File: src/rtl/dp_pkg.sv
// Shared constants and width helpers for the fixed-point scale/average datapath.
// The lux constants reproduce raw*425/512.
package dp_pkg;

    localparam int DP_LUX_COEF = 425;
    localparam int DP_LUX_FRAC = 9;

    function automatic int ch_width(int nch);
        return (nch > 1) ? $clog2(nch) : 1;
    endfunction

    // Half an LSB of the result, added before the fraction bits are dropped.
    function automatic logic [63:0] round_const(int frac);
        return 64'd1 << (frac - 1);
    endfunction

    function automatic logic [63:0] sat_max(int width);
        return (64'd1 << width) - 64'd1;
    endfunction

endpackage

File: src/rtl/dp_scale_avg_if.sv
// Sample stream in, averaged result stream out, each with a valid/ready pair.
interface dp_scale_avg_if #(
    parameter int IN_W   = 16,
    parameter int OUT_W  = 16,
    parameter int COEF_W = 10,
    parameter int CH_W   = 1
);
    logic              in_valid;
    logic              in_ready;
    logic [CH_W-1:0]   in_ch;
    logic [IN_W-1:0]   in_data;
    logic [COEF_W-1:0] coef;
    logic              out_valid;
    logic              out_ready;
    logic [CH_W-1:0]   out_ch;
    logic [OUT_W-1:0]  out_data;
    logic              out_sat;

    modport master (
        output in_valid, in_ch, in_data, coef, out_ready,
        input  in_ready, out_valid, out_ch, out_data, out_sat
    );

    modport slave (
        input  in_valid, in_ch, in_data, coef, out_ready,
        output in_ready, out_valid, out_ch, out_data, out_sat
    );
endinterface

File: src/rtl/dp_avg_acc.sv
// Per-channel block accumulator: sums 2^AVG_LOG2 scaled samples per channel and
// emits the truncated mean with a sticky saturation flag through the output register.
module dp_avg_acc
    import dp_pkg::*;
#(
    parameter int NCH      = 2,
    parameter int OUT_W    = 16,
    parameter int AVG_LOG2 = 2,
    parameter int CH_W     = ch_width(NCH)
) (
    input  logic             clk,
    input  logic             rst,
    input  logic             adv,
    input  logic             in_valid,
    input  logic [CH_W-1:0]  in_ch,
    input  logic [OUT_W-1:0] in_s,
    input  logic             in_sat,
    input  logic             out_ready,
    output logic             out_valid,
    output logic [CH_W-1:0]  out_ch,
    output logic [OUT_W-1:0] out_data,
    output logic             out_sat
);
    localparam int SUM_W = OUT_W + AVG_LOG2;
    localparam int CNT_W = (AVG_LOG2 > 0) ? AVG_LOG2 : 1;
    localparam logic [CNT_W-1:0] CNT_LAST = CNT_W'((1 << AVG_LOG2) - 1);

    logic [SUM_W-1:0] sum_q [NCH];
    logic [CNT_W-1:0] cnt_q [NCH];
    logic [NCH-1:0]   sticky_q;
    logic [SUM_W-1:0] sum_nx;
    logic             last;
    logic             sticky_nx;

    assign sum_nx    = sum_q[in_ch] + SUM_W'(in_s);
    assign last      = (cnt_q[in_ch] == CNT_LAST);
    assign sticky_nx = sticky_q[in_ch] | in_sat;

    // NOTE: the bank is reset explicitly; a partial window must never survive a reset.
    always_ff @(negedge clk or negedge rst) begin
        if (!rst) begin
            for (int i = 0; i < NCH; i++) begin
                sum_q[i] <= '0;
                cnt_q[i] <= '0;
            end
            sticky_q  <= '0;
            out_valid <= 1'b0;
            out_ch    <= '0;
            out_data  <= '0;
            out_sat   <= 1'b0;
        end else begin
            if (out_ready) out_valid <= 1'b0;
            if (adv && in_valid) begin
                if (last) begin
                    sum_q[in_ch]    <= '0;
                    cnt_q[in_ch]    <= '0;
                    sticky_q[in_ch] <= 1'b0;
                    out_data        <= OUT_W'(sum_nx >> AVG_LOG2);
                    out_sat         <= sticky_nx;
                    out_ch          <= in_ch;
                    out_valid       <= 1'b1;
                end else begin
                    sum_q[in_ch]    <= sum_nx;
                    cnt_q[in_ch]    <= cnt_q[in_ch] + 1'b1;
                    sticky_q[in_ch] <= sticky_nx;
                end
            end
        end
    end

endmodule

File: src/rtl/dp_scale_avg.sv
// Multi-channel fixed-point scaler: multiply, round, drop FRAC bits, saturate,
// then block-average per channel. Whole pipeline stalls on a blocked output.
module dp_scale_avg
    import dp_pkg::*;
#(
    parameter int IN_W     = 16,
    parameter int OUT_W    = 16,
    parameter int COEF_W   = 10,
    parameter int FRAC     = DP_LUX_FRAC,
    parameter int NCH      = 2,
    parameter int AVG_LOG2 = 2
) (
    input  logic          clk,
    input  logic          rst,
    dp_scale_avg_if.slave bus
);
    localparam int CH_W  = ch_width(NCH);
    localparam int P_W   = IN_W + COEF_W;
    localparam int R_W   = P_W + 1 - FRAC;
    localparam int CMP_W = (R_W > OUT_W) ? R_W : OUT_W;

    logic              adv;
    logic              ch_ok;
    logic [P_W:0]      rounded_sum;
    logic              sat_hit;

    logic              s1_valid;
    logic [IN_W-1:0]   s1_data;
    logic [COEF_W-1:0] s1_coef;
    logic [CH_W-1:0]   s1_ch;
    logic              s2_valid;
    logic [R_W-1:0]    s2_r;
    logic [CH_W-1:0]   s2_ch;
    logic              s3_valid;
    logic [OUT_W-1:0]  s3_s;
    logic              s3_sat;
    logic [CH_W-1:0]   s3_ch;

    assign adv          = !bus.out_valid || bus.out_ready;
    assign bus.in_ready = adv;
    assign ch_ok        = ({1'b0, bus.in_ch} < (CH_W + 1)'(NCH));

    // One extra bit keeps the round-half-up addition exact before the shift.
    assign rounded_sum = (P_W + 1)'(s1_data) * (P_W + 1)'(s1_coef)
                       + (P_W + 1)'(round_const(FRAC));
    assign sat_hit     = CMP_W'(s2_r) > CMP_W'(sat_max(OUT_W));

    // NOTE: non-blocking assignments let each stage take the previous stage's old value on the same edge.
    always_ff @(negedge clk or negedge rst) begin
        if (!rst) begin
            s1_valid <= 1'b0;
            s1_data  <= '0;
            s1_coef  <= '0;
            s1_ch    <= '0;
            s2_valid <= 1'b0;
            s2_r     <= '0;
            s2_ch    <= '0;
            s3_valid <= 1'b0;
            s3_s     <= '0;
            s3_sat   <= 1'b0;
            s3_ch    <= '0;
        end else if (adv) begin
            s1_valid <= bus.in_valid && ch_ok;
            s1_data  <= bus.in_data;
            s1_coef  <= bus.coef;
            s1_ch    <= bus.in_ch;
            s2_valid <= s1_valid;
            s2_r     <= R_W'(rounded_sum >> FRAC);
            s2_ch    <= s1_ch;
            s3_valid <= s2_valid;
            s3_s     <= sat_hit ? OUT_W'(sat_max(OUT_W)) : OUT_W'(s2_r);
            s3_sat   <= sat_hit;
            s3_ch    <= s2_ch;
        end
    end

    dp_avg_acc #(
        .NCH      (NCH),
        .OUT_W    (OUT_W),
        .AVG_LOG2 (AVG_LOG2),
        .CH_W     (CH_W)
    ) u_acc (
        .clk       (clk),
        .rst       (rst),
        .adv       (adv),
        .in_valid  (s3_valid),
        .in_ch     (s3_ch),
        .in_s      (s3_s),
        .in_sat    (s3_sat),
        .out_ready (bus.out_ready),
        .out_valid (bus.out_valid),
        .out_ch    (bus.out_ch),
        .out_data  (bus.out_data),
        .out_sat   (bus.out_sat)
    );

endmodule

File: src/flat_wrapper.sv
// flat-port wrapper written by rule: the top's interface ports become plain ports
module dp_scale_avg_flat import dp_pkg::*;
#(
    parameter int IN_W     = 16,
    parameter int OUT_W    = 16,
    parameter int COEF_W   = 10,
    parameter int FRAC     = DP_LUX_FRAC,
    parameter int NCH      = 2,
    parameter int AVG_LOG2 = 2
)
  (clk, rst, bus_in_valid, bus_in_ch, bus_in_data, bus_coef, bus_out_ready, bus_in_ready, bus_out_valid, bus_out_ch, bus_out_data, bus_out_sat);
  dp_scale_avg_if #(.IN_W(IN_W), .OUT_W(OUT_W), .COEF_W(COEF_W), .CH_W((ch_width(NCH)))) bus_i ();
  input  logic clk;
  input  logic rst;
  input wire logic [$bits(bus_i.in_valid)-1:0] bus_in_valid;
  input wire logic [$bits(bus_i.in_ch)-1:0] bus_in_ch;
  input wire logic [$bits(bus_i.in_data)-1:0] bus_in_data;
  input wire logic [$bits(bus_i.coef)-1:0] bus_coef;
  input wire logic [$bits(bus_i.out_ready)-1:0] bus_out_ready;
  output wire logic [$bits(bus_i.in_ready)-1:0] bus_in_ready;
  output wire logic [$bits(bus_i.out_valid)-1:0] bus_out_valid;
  output wire logic [$bits(bus_i.out_ch)-1:0] bus_out_ch;
  output wire logic [$bits(bus_i.out_data)-1:0] bus_out_data;
  output wire logic [$bits(bus_i.out_sat)-1:0] bus_out_sat;
  assign bus_i.in_valid = bus_in_valid;
  assign bus_i.in_ch = bus_in_ch;
  assign bus_i.in_data = bus_in_data;
  assign bus_i.coef = bus_coef;
  assign bus_i.out_ready = bus_out_ready;
  assign bus_in_ready = bus_i.in_ready;
  assign bus_out_valid = bus_i.out_valid;
  assign bus_out_ch = bus_i.out_ch;
  assign bus_out_data = bus_i.out_data;
  assign bus_out_sat = bus_i.out_sat;
  dp_scale_avg #(.IN_W(IN_W), .OUT_W(OUT_W), .COEF_W(COEF_W), .FRAC(FRAC), .NCH(NCH), .AVG_LOG2(AVG_LOG2)) u_core (.clk(clk), .rst(rst), .bus(bus_i));
endmodule
File: config.mk
export PLATFORM = sky130hd
export DESIGN_NAME = dp_scale_avg_flat
export DESIGN_NICKNAME = d
export VERILOG_FILES = /design/src/rtl/dp_pkg.sv /design/src/rtl/dp_scale_avg_if.sv /design/src/rtl/dp_avg_acc.sv /design/src/rtl/dp_scale_avg.sv /design/src/flat_wrapper.sv
export SDC_FILE = /design/constraint.sdc
export NUM_CORES = 1
export LEC_CHECK = 0
export CAP_MARGIN = 20
export CORE_MARGIN = 8
export CORE_UTILIZATION = 60
export DETAILED_ROUTE_END_ITERATION = 10
export PLACE_DENSITY = 0.81
export SYNTH_ARGS = -nofsm -noshare
export SYNTH_HDL_FRONTEND = slang
export SYNTH_SLANG_ARGS = --single-unit
export TNS_END_PERCENT = 10
File: constraint.sdc
create_clock -name clk -period 10.45 [get_ports clk]
set_input_delay 2.09 -clock clk [delete_from_list [all_inputs] [get_ports clk]]
set_output_delay 2.09 -clock clk [all_outputs]
set_load 0.01 [all_outputs]
==> key figures, run 1 <==
Synth
  • Area share of the largest cell type after synthesis: 0.288
  • Asr flop ratio synth: 1.00
  • Sequential area share after synthesis: 0.288
  • Warnings from Yosys: 0
  • Top cells by count, synth: 296 x nand2_1, 134 x inv_1, 128 x dfrtn_1
  • Top FF cell, synth: dfrtn_1
  • Area contributors post-synth: dfrtn_1 29%, fa_1 20%, nand2_1 10%, ha_1 9.9%, inv_1 4.5%
  • Syn Nets: roughly 1,500
  • Post-synth cell types: 60
  • Post-synth EDFFs: 0
  • FF+latch count, synth: 128
  • Most frequent cell after synthesis: nand2_1
  • Cell count after synthesis: around 1,200
  • Mapped cell area: between 10,000 and 15,000 sq um
  • Post-Syn Area per Cell: roughly 9.1 sq um
  • Largest area contributor in the netlist: dfrtn_1

Floorplan
  • Core Area: about 18,000 sq um
  • Die H: roughly 150 um
  • # IOs: between 50 and 60
  • Row count: 49
  • Initial Util: 0.614
  • Die ar.: around 23,000 sq um
  • Die extent in x: 152 um

Clock network
  • Maximum root-to-sink buffer count: 2
  • CTS Sinks: 128
  • Post-CTS setup buffers: 0
  • Total CTS buffers: 17
  • CTS Hold Bufs: 0
  • CTS Root Buffer Type: clkbuf_16
  • CTS H-tree depth: 4
  • Resized cells post-CTS: 0
  • Clock transition at path regs: ~0.050 ns
  • TritonCTS clock tree: built
  • Worst-skew pair later-pin latency: approximately 0.4 ns

Timing
  • Worst Tran Pin Value: ~0.83 ns
  • Final setup fails: 0
  • Final Hold Viols: 0
  • Total negative slack: 0 ns
  • Unrepaired setup endpoints after global routing: no
  • Slew margin rel.: 0.446
  • Final Skew: 0.00546 ns
  • Worst hold slack: around 0.41 ns
  • Count of pins over their slew limit: 0

Setup path
  • WP data required: approximately 8.4 ns
  • CP max FO: 70
  • Worst path slowest cell: clkdlybuf4s50_1
  • Crit-path cells: and2b_2 > inv_2 > buf_4 > clkdlybuf4s50_1
  • Worst setup path category: flip-flop to output port
  • Critical Path End Type: output port
  • Slowest stage delay, CP: 0.67 ns
  • Crit path DAT: around 7.5 ns
  • Worst Setup Start Kind: flip-flop

Global routing
  • Vias in the first global route: roughly 8,800
  • Met1 Resource Use GR: 0.261
  • Total gr overflow: 0
  • Largest net degree at the start of global routing: between 70 and 80
  • Met2 GRT Util: 0.371
  • GR Layer Usage met3: 0.0343
  • Grt peak-use layer: met2
  • Initial antenna violation count: 0
  • GRT Overall Usage: 0.211
  • First-pass GRT wire length: between 40,000 and 50,000 um

Finish
  • Fraction of layout cells with a size suffix above 1: 0.0667
  • Fin area: 12,300 sq um
  • Final #Nets: around 1,500
  • P&R area growth vs syn: 10.6%
  • N_diodes: 0
  • Post-Layout Cell Count: around 1,500

Status
  • Status: complete, no violations

Placement
  • Inst Count DP: 1,441
  • PortBufs: 50
  • GPL Wtd Cong: slightly above 0.8
  • Cell Area, Placed: between 10,000 and 15,000 sq um
  • Hpwl dp: approximately 17,000 um

Hold path
  • Worst min path class: flip-flop to flip-flop

Detailed routing
  • Via count: approximately 8,300
  • DRT antenna net count: 0
  • DRT Pass-1 Iters: 4
  • Avg Vias per Cell: about 5.7
  • DRC: 0
  • Mean routed wirelength per cell: approximately 16 um
  • Initial drt markers: between 500 and 600
  • Final WL: roughly 23,000 um

Run
  • Max-Cap Viols: 0
worst max-delay path: cells and delay by family (launching register included):
| kind | cells | cell delay (ns) |
|---|---|---|
| DFF | 1 | 0.34 |
| buffers and inverters | 3 | 1.29 |
| and+or+nand+nor | 1 | 0.22 |
cell usage in the layout (no fill, tap or decap), types with 8 or more instances in the layout:
master	instances
a21o_1	10
a21oi_1	36
and2_1	67
buf_4	8
clkbuf_16	17
clkdlybuf4s50_1	49
dfrtn_1	128
fa_1	113
ha_1	88
inv_1	133
mux2_2	26
nand2_1	296
nand3_1	29
nor2_1	36
o21ai_0	43
o31ai_1	16
xnor2_1	11
xor2_1	17
sequential cells by signal, indices dropped and copies added, names as in the netlist, 2 cells and up:
signal                 cells
u_core.s1_coef            10
u_core.s1_data            16
u_core.s2_r               18
u_core.s3_s               16
u_core.u_acc.cnt_q         4
u_core.u_acc.out_data     16
u_core.u_acc.sticky_q      2
u_core.u_acc.sum_q        36
cell families (layout without fill, tap and decap cells):
group,Yosys count,in the layout,synth area share
xor gates and xnor gates,28,28,0.0221
buffers and inverters,197,224,0.0695
DFF,128,128,0.288
and+or+nand+nor,477,477,0.193
adders and majority gates,201,201,0.303
AOI/OAI and AO/OA,156,156,0.0934
muxes,31,31,0.0309
stage by stage:
step / util / setup slack [ns]
3_5_place_dp: 0.646 / 1.01
3_3_place_gp: 0.646 / 1.05
6_report: 0.679 / 0.873
4_1_cts: 0.679 / 0.847
2_1_floorplan: - / 1.53
5_1_grt: 0.679 / 0.737
worst paths after layout:
kind | end | cells past startpoint | startpoint | slack, ns
max in group asynchronous | u_core.u_acc.sum_q[20] | 2 | rst | 2.68
worst max register to register | u_core.s2_r[16] | 17 | u_core.s1_coef[4] | 4.58
min in group asynchronous | u_core.s1_data[10] | 1 | rst | 6.90
worst min register to register | u_core.s2_ch | 2 | u_core.s2_ch | 0.41
worst max-delay path | bus_in_ready | 4 | u_core.u_acc.out_valid | 0.87
worst min-delay path | u_core.s2_ch | 2 | u_core.s2_ch | 0.41
layout make-up:
cell class,count,area (sq um)
Multi-Input combinational cell,893,7130
Timing Repair Buffer,58,571
Clock inverter,15,163
Clock buffer,17,425
Sequential cell,128,3200
Inverter,134,503
Tap cell,229,287
Fill cell,1353,5800
routing by layer:
metal / up-vias / part of all wire / wire [um]
met2: 222 / 0.52 / 12000
met5: - / 0 / 0
li1: 3936 / - / -
met3: 31 / 0.046 / 1070
met1: 4154 / 0.42 / 9810
met4: 0 / 0.016 / 366
Power of run 1 is not shown: default switching activity piles up to over one toggle a cycle in this logic, so the estimate is an artifact.
==> inputs of run 2 (changes only) <==
SYNTH_HIERARCHICAL = 1   (was default)
==> key figures, run 2 <==
Synth
  • Asr flop ratio synth: 1.00
  • Most frequent cell after synthesis: nand2_1
  • Mapped cell area: between 10,000 and 15,000 sq um
  • Post-synth EDFFs: 0
  • Top cells by count, synth: 279 x nand2_1, 128 x dfrtn_1, 113 x fa_1
  • Cell count after synthesis: 1,189
  • Largest family of logic cells by synthesized area: adder cells
  • FF+latch count, synth: approximately 130
  • Warnings from Yosys: 6
  • Area contributors post-synth: dfrtn_1 29%, fa_1 20%, ha_1 9.9%, nand2_1 9.5%, and2_1 4.0%
  • Area share of the largest cell type after synthesis: 0.289
  • Post-synth cell types: 66
  • Syn Nets: around 1,400
  • Post-Syn Area per Cell: slightly above 9 sq um
  • Sequential area share after synthesis: 0.289
  • Largest area contributor in the netlist: dfrtn_1
  • Simple-gate share of the synthesized area: 0.185
  • Post-synthesis xor/xnor area fraction: 0.0206
  • Multiplexer area fraction after synthesis: 0.0328
  • Top FF cell, synth: dfrtn_1
  • Complex-gate fraction of the synthesized area: 0.109
  • Post-Synth Adder-Cell Area: 0.304

Clock network
  • Post-CTS setup buffers: 0
  • Worst-skew pair later-pin latency: 0.40 ns
  • Total CTS buffers: 17
  • Resized cells post-CTS: 0
  • Clock transition at path regs: ~0.040 ns
  • TritonCTS clock tree: built
  • Maximum root-to-sink buffer count: 2
  • CTS Hold Bufs: 0
  • CTS Sinks: between 100 and 150
  • CTS H-tree depth: 4
  • CTS Root Buffer Type: clkbuf_16

Global routing
  • Grt peak-use layer: met2
  • GRT Overall Usage: 0.218
  • Met1 Resource Use GR: 0.272
  • Total gr overflow: 0
  • Initial antenna violation count: 0
  • First-pass GRT wire length: around 42,000 um
  • Vias in the first global route: approximately 9,000
  • GR Layer Usage met3: 0.0395
  • Largest net degree at the start of global routing: 76
  • Met2 GRT Util: 0.369

Finish
  • Max FFs per register: 36
  • Commonest non-fill, non-tap cells in the layout: 279 x nand2_1, 128 x dfrtn_1, 113 x fa_1, 106 x inv_1, 88 x ha_1
  • Fraction of layout cells with a size suffix above 1: 0.0675
  • Multi-input combinational cell area: about 7200 sq um
  • Register area: 3200 sq um
  • P&R area growth vs syn: 10.6%
  • Largest reg by FF count: u_core/u_acc/sum_q
  • N_diodes: 0
  • Fillers: between 1,000 and 1,500
  • Most common cell after layout, fill and taps aside: nand2_1
  • Largest regs: u_core/u_acc/sum_q (36), u_core/s2_r (18)
  • Final #Nets: 1,433

Setup path
  • Worst Setup Start Kind: flip-flop
  • Critical Path End Type: output port
  • Worst setup path category: flip-flop to output port
  • WP data required: about 8.4 ns
  • Crit path DAT: ~7.5 ns
  • CP max FO: 75

Timing
  • Final Skew: roughly 0.0083 ns
  • Slew margin rel.: 0.452
  • Unrepaired setup endpoints after global routing: no
  • Final setup fails: 0
  • Worst Tran Pin Value: roughly 0.82 ns
  • Final Hold Viols: 0
  • Total negative slack: 0 ns
  • Count of pins over their slew limit: 0

Hold path
  • Worst min path class: flip-flop to flip-flop

Floorplan
  • Row count: 49
  • # IOs: a little over 50
  • Die extent in x: roughly 150 um
  • Die ar.: 23,100 sq um
  • Initial Util: 0.614
  • Core Area: about 18,000 sq um
  • Die H: 152 um

Detailed routing
  • Mean routed wirelength per cell: 16.9 um
  • Avg Vias per Cell: between 5 and 6
  • DRT antenna net count: 0
  • Via count: 8,465
  • Final WL: around 24,000 um
  • Initial drt markers: between 500 and 600
  • DRT Pass-1 Iters: 5
  • DRC: 0

Placement
  • GPL Wtd Cong: 0.860
  • PortBufs: 50
  • Hpwl dp: between 15,000 and 20,000 um

Run
  • Max-Cap Viols: 0

Status
  • Status: complete, no violations
[run 2: changes by cell type after synthesis, sizes merged, moves of 4 or more]
cell	before	now
a221o	4	0
a211oi	2	8
a22o	6	14
o31ai	16	8
nor3b	6	2
xor2	17	12
a21o	10	20
nand3b	0	4
inv	134	108
o22ai	0	4
nand2	296	279
[run 2: logic make-up (layout without fill, tap and decap cells)]
kind of cell | after synthesis | in the layout
multiplexers | 33 | 33
flip-flops | 128 | 128
AND/OR/NAND/NOR | 452 | 452
buffers and inverters | 173 | 198
XOR/XNOR | 26 | 26
adder cells (fa/ha/maj) | 201 | 201
AO/OA/AOI/OAI | 176 | 176
[run 2: area by class of cell]
type                    instances  share of cell area
well taps                     229              0.0234
inverters                     108              0.0331
flip-flops and latches        128               0.262
clock buffers                  18              0.0351
multi-input cells             888               0.589
repair buffers                 58              0.0466
clock inverters                14              0.0109
[run 2: per-stage QoR]
| step | util | std cells | setup slack [ns] | hold slack (ns) | cell area, sq um |
|---|---|---|---|---|---|
| floorplan | - | 1189 | 1.09 | 0.399 | 11100 |
| global placement | 0.647 | 1410 | 1.21 | 0.411 | 11700 |
| detailed placement | 0.647 | 1410 | 1.14 | 0.416 | 11700 |
| CTS | 0.679 | 1442 | 0.818 | 0.416 | 12200 |
| global route | 0.679 | 1443 | 0.741 | 0.438 | 12200 |
| finish | 0.679 | 1443 | 0.850 | 0.414 | 12200 |
[run 2: path summary, 6_finish.rpt]
path	start	cells past startpoint	end	slack, ns
max in group asynchronous	rst	2	u_core/u_acc/out_data[0]	2.68
setup / recovery	u_core/u_acc/out_valid	4	bus_in_ready	0.85
min in group asynchronous	rst	1	u_core/s1_coef[6]	6.89
hold / removal	u_core/s1_valid	2	u_core/s1_valid	0.41
setup reg to reg	u_core/s1_coef[2]	16	u_core/s2_r[12]	4.49
hold reg to reg	u_core/s1_valid	2	u_core/s1_valid	0.41
[run 2: metal layers]
metal,up-vias,routed length (um)
met5,-,0
met4,0,560
met3,56,1240
met2,248,12200
met1,4261,10400
li1,3900,-
[run 2: critical path, stage by stage (launching register included)]
cell and delay [ns]:
dfrtn_1 0.36, nor2b_4 0.14, inv_2 0.09, buf_4 0.59
clkdlybuf4s50_1 0.67
Power of run 2 is left out for the same reason.
==> variant, RTL diff (config.mk and constraints of run 2) <==
`IN_W` is set to 16 in 3 places; all go to 32.
--- a/src/rtl/dp_scale_avg_if.sv
+++ b/src/rtl/dp_scale_avg_if.sv
@@ -1,6 +1,6 @@
 // Sample stream in, averaged result stream out, each with a valid/ready pair.
 interface dp_scale_avg_if #(
-    parameter int IN_W   = 16,
+    parameter int IN_W   = 32,
     parameter int OUT_W  = 16,
     parameter int COEF_W = 10,
     parameter int CH_W   = 1
--- a/src/rtl/dp_scale_avg.sv
+++ b/src/rtl/dp_scale_avg.sv
@@ -3,7 +3,7 @@
 module dp_scale_avg
     import dp_pkg::*;
 #(
-    parameter int IN_W     = 16,
+    parameter int IN_W     = 32,
     parameter int OUT_W    = 16,
     parameter int COEF_W   = 10,
     parameter int FRAC     = DP_LUX_FRAC,
--- a/src/flat_wrapper.sv
+++ b/src/flat_wrapper.sv
@@ -1,7 +1,7 @@
 // flat-port wrapper written by rule: the top's interface ports become plain ports
 module dp_scale_avg_flat import dp_pkg::*;
 #(
-    parameter int IN_W     = 16,
+    parameter int IN_W     = 32,
     parameter int OUT_W    = 16,
     parameter int COEF_W   = 10,
     parameter int FRAC     = DP_LUX_FRAC,
Ports: changed (resized bus_in_data); port bits go from 51 to 67. The function was not compared with the original's and may differ.
==> variant against run 2 <==
Via count rose by 49%; utilization down 2.2 points; global-route usage increased by 0.83 points; final cell count up 55%; count of clock-buffer cells in the layout fell by 1; cell area is 52% higher; setup slack better by 0.19 ns; synthesized area rose by 55%; sequential cell count grew 32; routed wire length increased by 52%; critical path type unchanged.
Power is not shown: default switching activity piles up to over one toggle a cycle in this logic, so the estimate is an artifact.
==> variant: results (changes against run 2) <==
.. list-table::
   :header-rows: 1

   * - Metric
     - Value
   * - DPL Wire Length
     - 28080 µm (was 17660 µm)
   * - Vias in the first global route
     - 13370 (was 8980)
   * - Global-route wire length before repair
     - 63600 µm (was 42170 µm)
   * - Total met3 wirelength after detailed routing
     - 2238 µm (was 1236 µm)
   * - Met2 Routed Length
     - 17960 µm (was 12180 µm)
   * - # nets final
     - 2254 (was 1433)
   * - Crit Reg-Reg Endpoint
     - u_core/s2_r[25] (was u_core/s2_r[12])
   * - Post-synthesis cell count
     - 1849 (was 1189)
   * - Total wirelength of the detailed-routed design
     - 36900 µm (was 24350 µm)
   * - Synth Area in XOR/XNOR
     - 0.02200 (was 0.02057)
   * - Run status
     - finished, final reports clean (unchanged)
   * - Adder-cell area share of the yosys netlist
     - 0.3696 (was 0.3038)
   * - Worst-case clock skew
     - 0.01194 ns (was 0.008321 ns)
   * - Global routing usage on met1
     - 0.3023 (was 0.2716)
   * - Biggest regs
     - u_core/u_acc/sum_q x36, u_core/s2_r x34, u_core/s1_data x32 (was u_core/u_acc/sum_q x36, u_core/s2_r x18)
   * - DRC marker count from the first detailed-route iteration
     - 896 (was 515)
   * - Reg2reg path depth
     - 18 (was 16)
   * - Area after DPL
     - 17970 µm² (was 11670 µm²)
   * - Distinct cells, synth
     - 76 (was 66)
   * - Port Buffers
     - 66 (was 50)
   * - GRT met2 Usage
     - 0.3777 (was 0.3691)
   * - Routed length on met1
     - 16100 µm (was 10370 µm)
   * - Synthesized Nets
     - 2257 (was 1421)
   * - Sequential element share of the synthesized area
     - 0.2339 (was 0.2893)
   * - Hold path startpoint
     - u_core/s1_coef[1] (was u_core/s1_valid)
   * - Vias/cell
     - 5.635 (was 5.866)
   * - Setup slack, reg-to-reg
     - 3.83 ns (was 4.49 ns)
[variant: final cells by class]
cell class                 count  area (µm²)  area share
multi-input combinational   1344       11800      0.6331
sequential                   160        4004      0.2147
clock inverter                15       220.2     0.01181
clock buffer                  17       425.4     0.02282
tap                          384       480.5     0.02577
inverter                     242       909.6     0.04879
timing repair buffer          81       802.0     0.04301
[variant: critical path, delay by kind of cell (launching register included)]
kind / cells / cell delay, ns
buf+inv: 3 / 1.17
flops: 1 / 0.36
simple gates: 1 / 0.15
[variant: worst max path at each step]
stage          cells past startpoint  slack (ns)                    from                      to
6_report                           4        1.04  u_core/u_acc/out_valid            bus_in_ready
5_1_grt                            4        0.91  u_core/u_acc/out_valid            bus_in_ready
4_1_cts                            4        1.01  u_core/u_acc/out_valid            bus_in_ready
3_5_place_dp                       5        1.07           bus_out_ready          u_core/s3_s[0]
3_3_place_gp                       5        1.16           bus_out_ready          u_core/s3_s[1]
2_1_floorplan                     10        1.23           bus_out_ready  u_core/u_acc/sum_q[24]
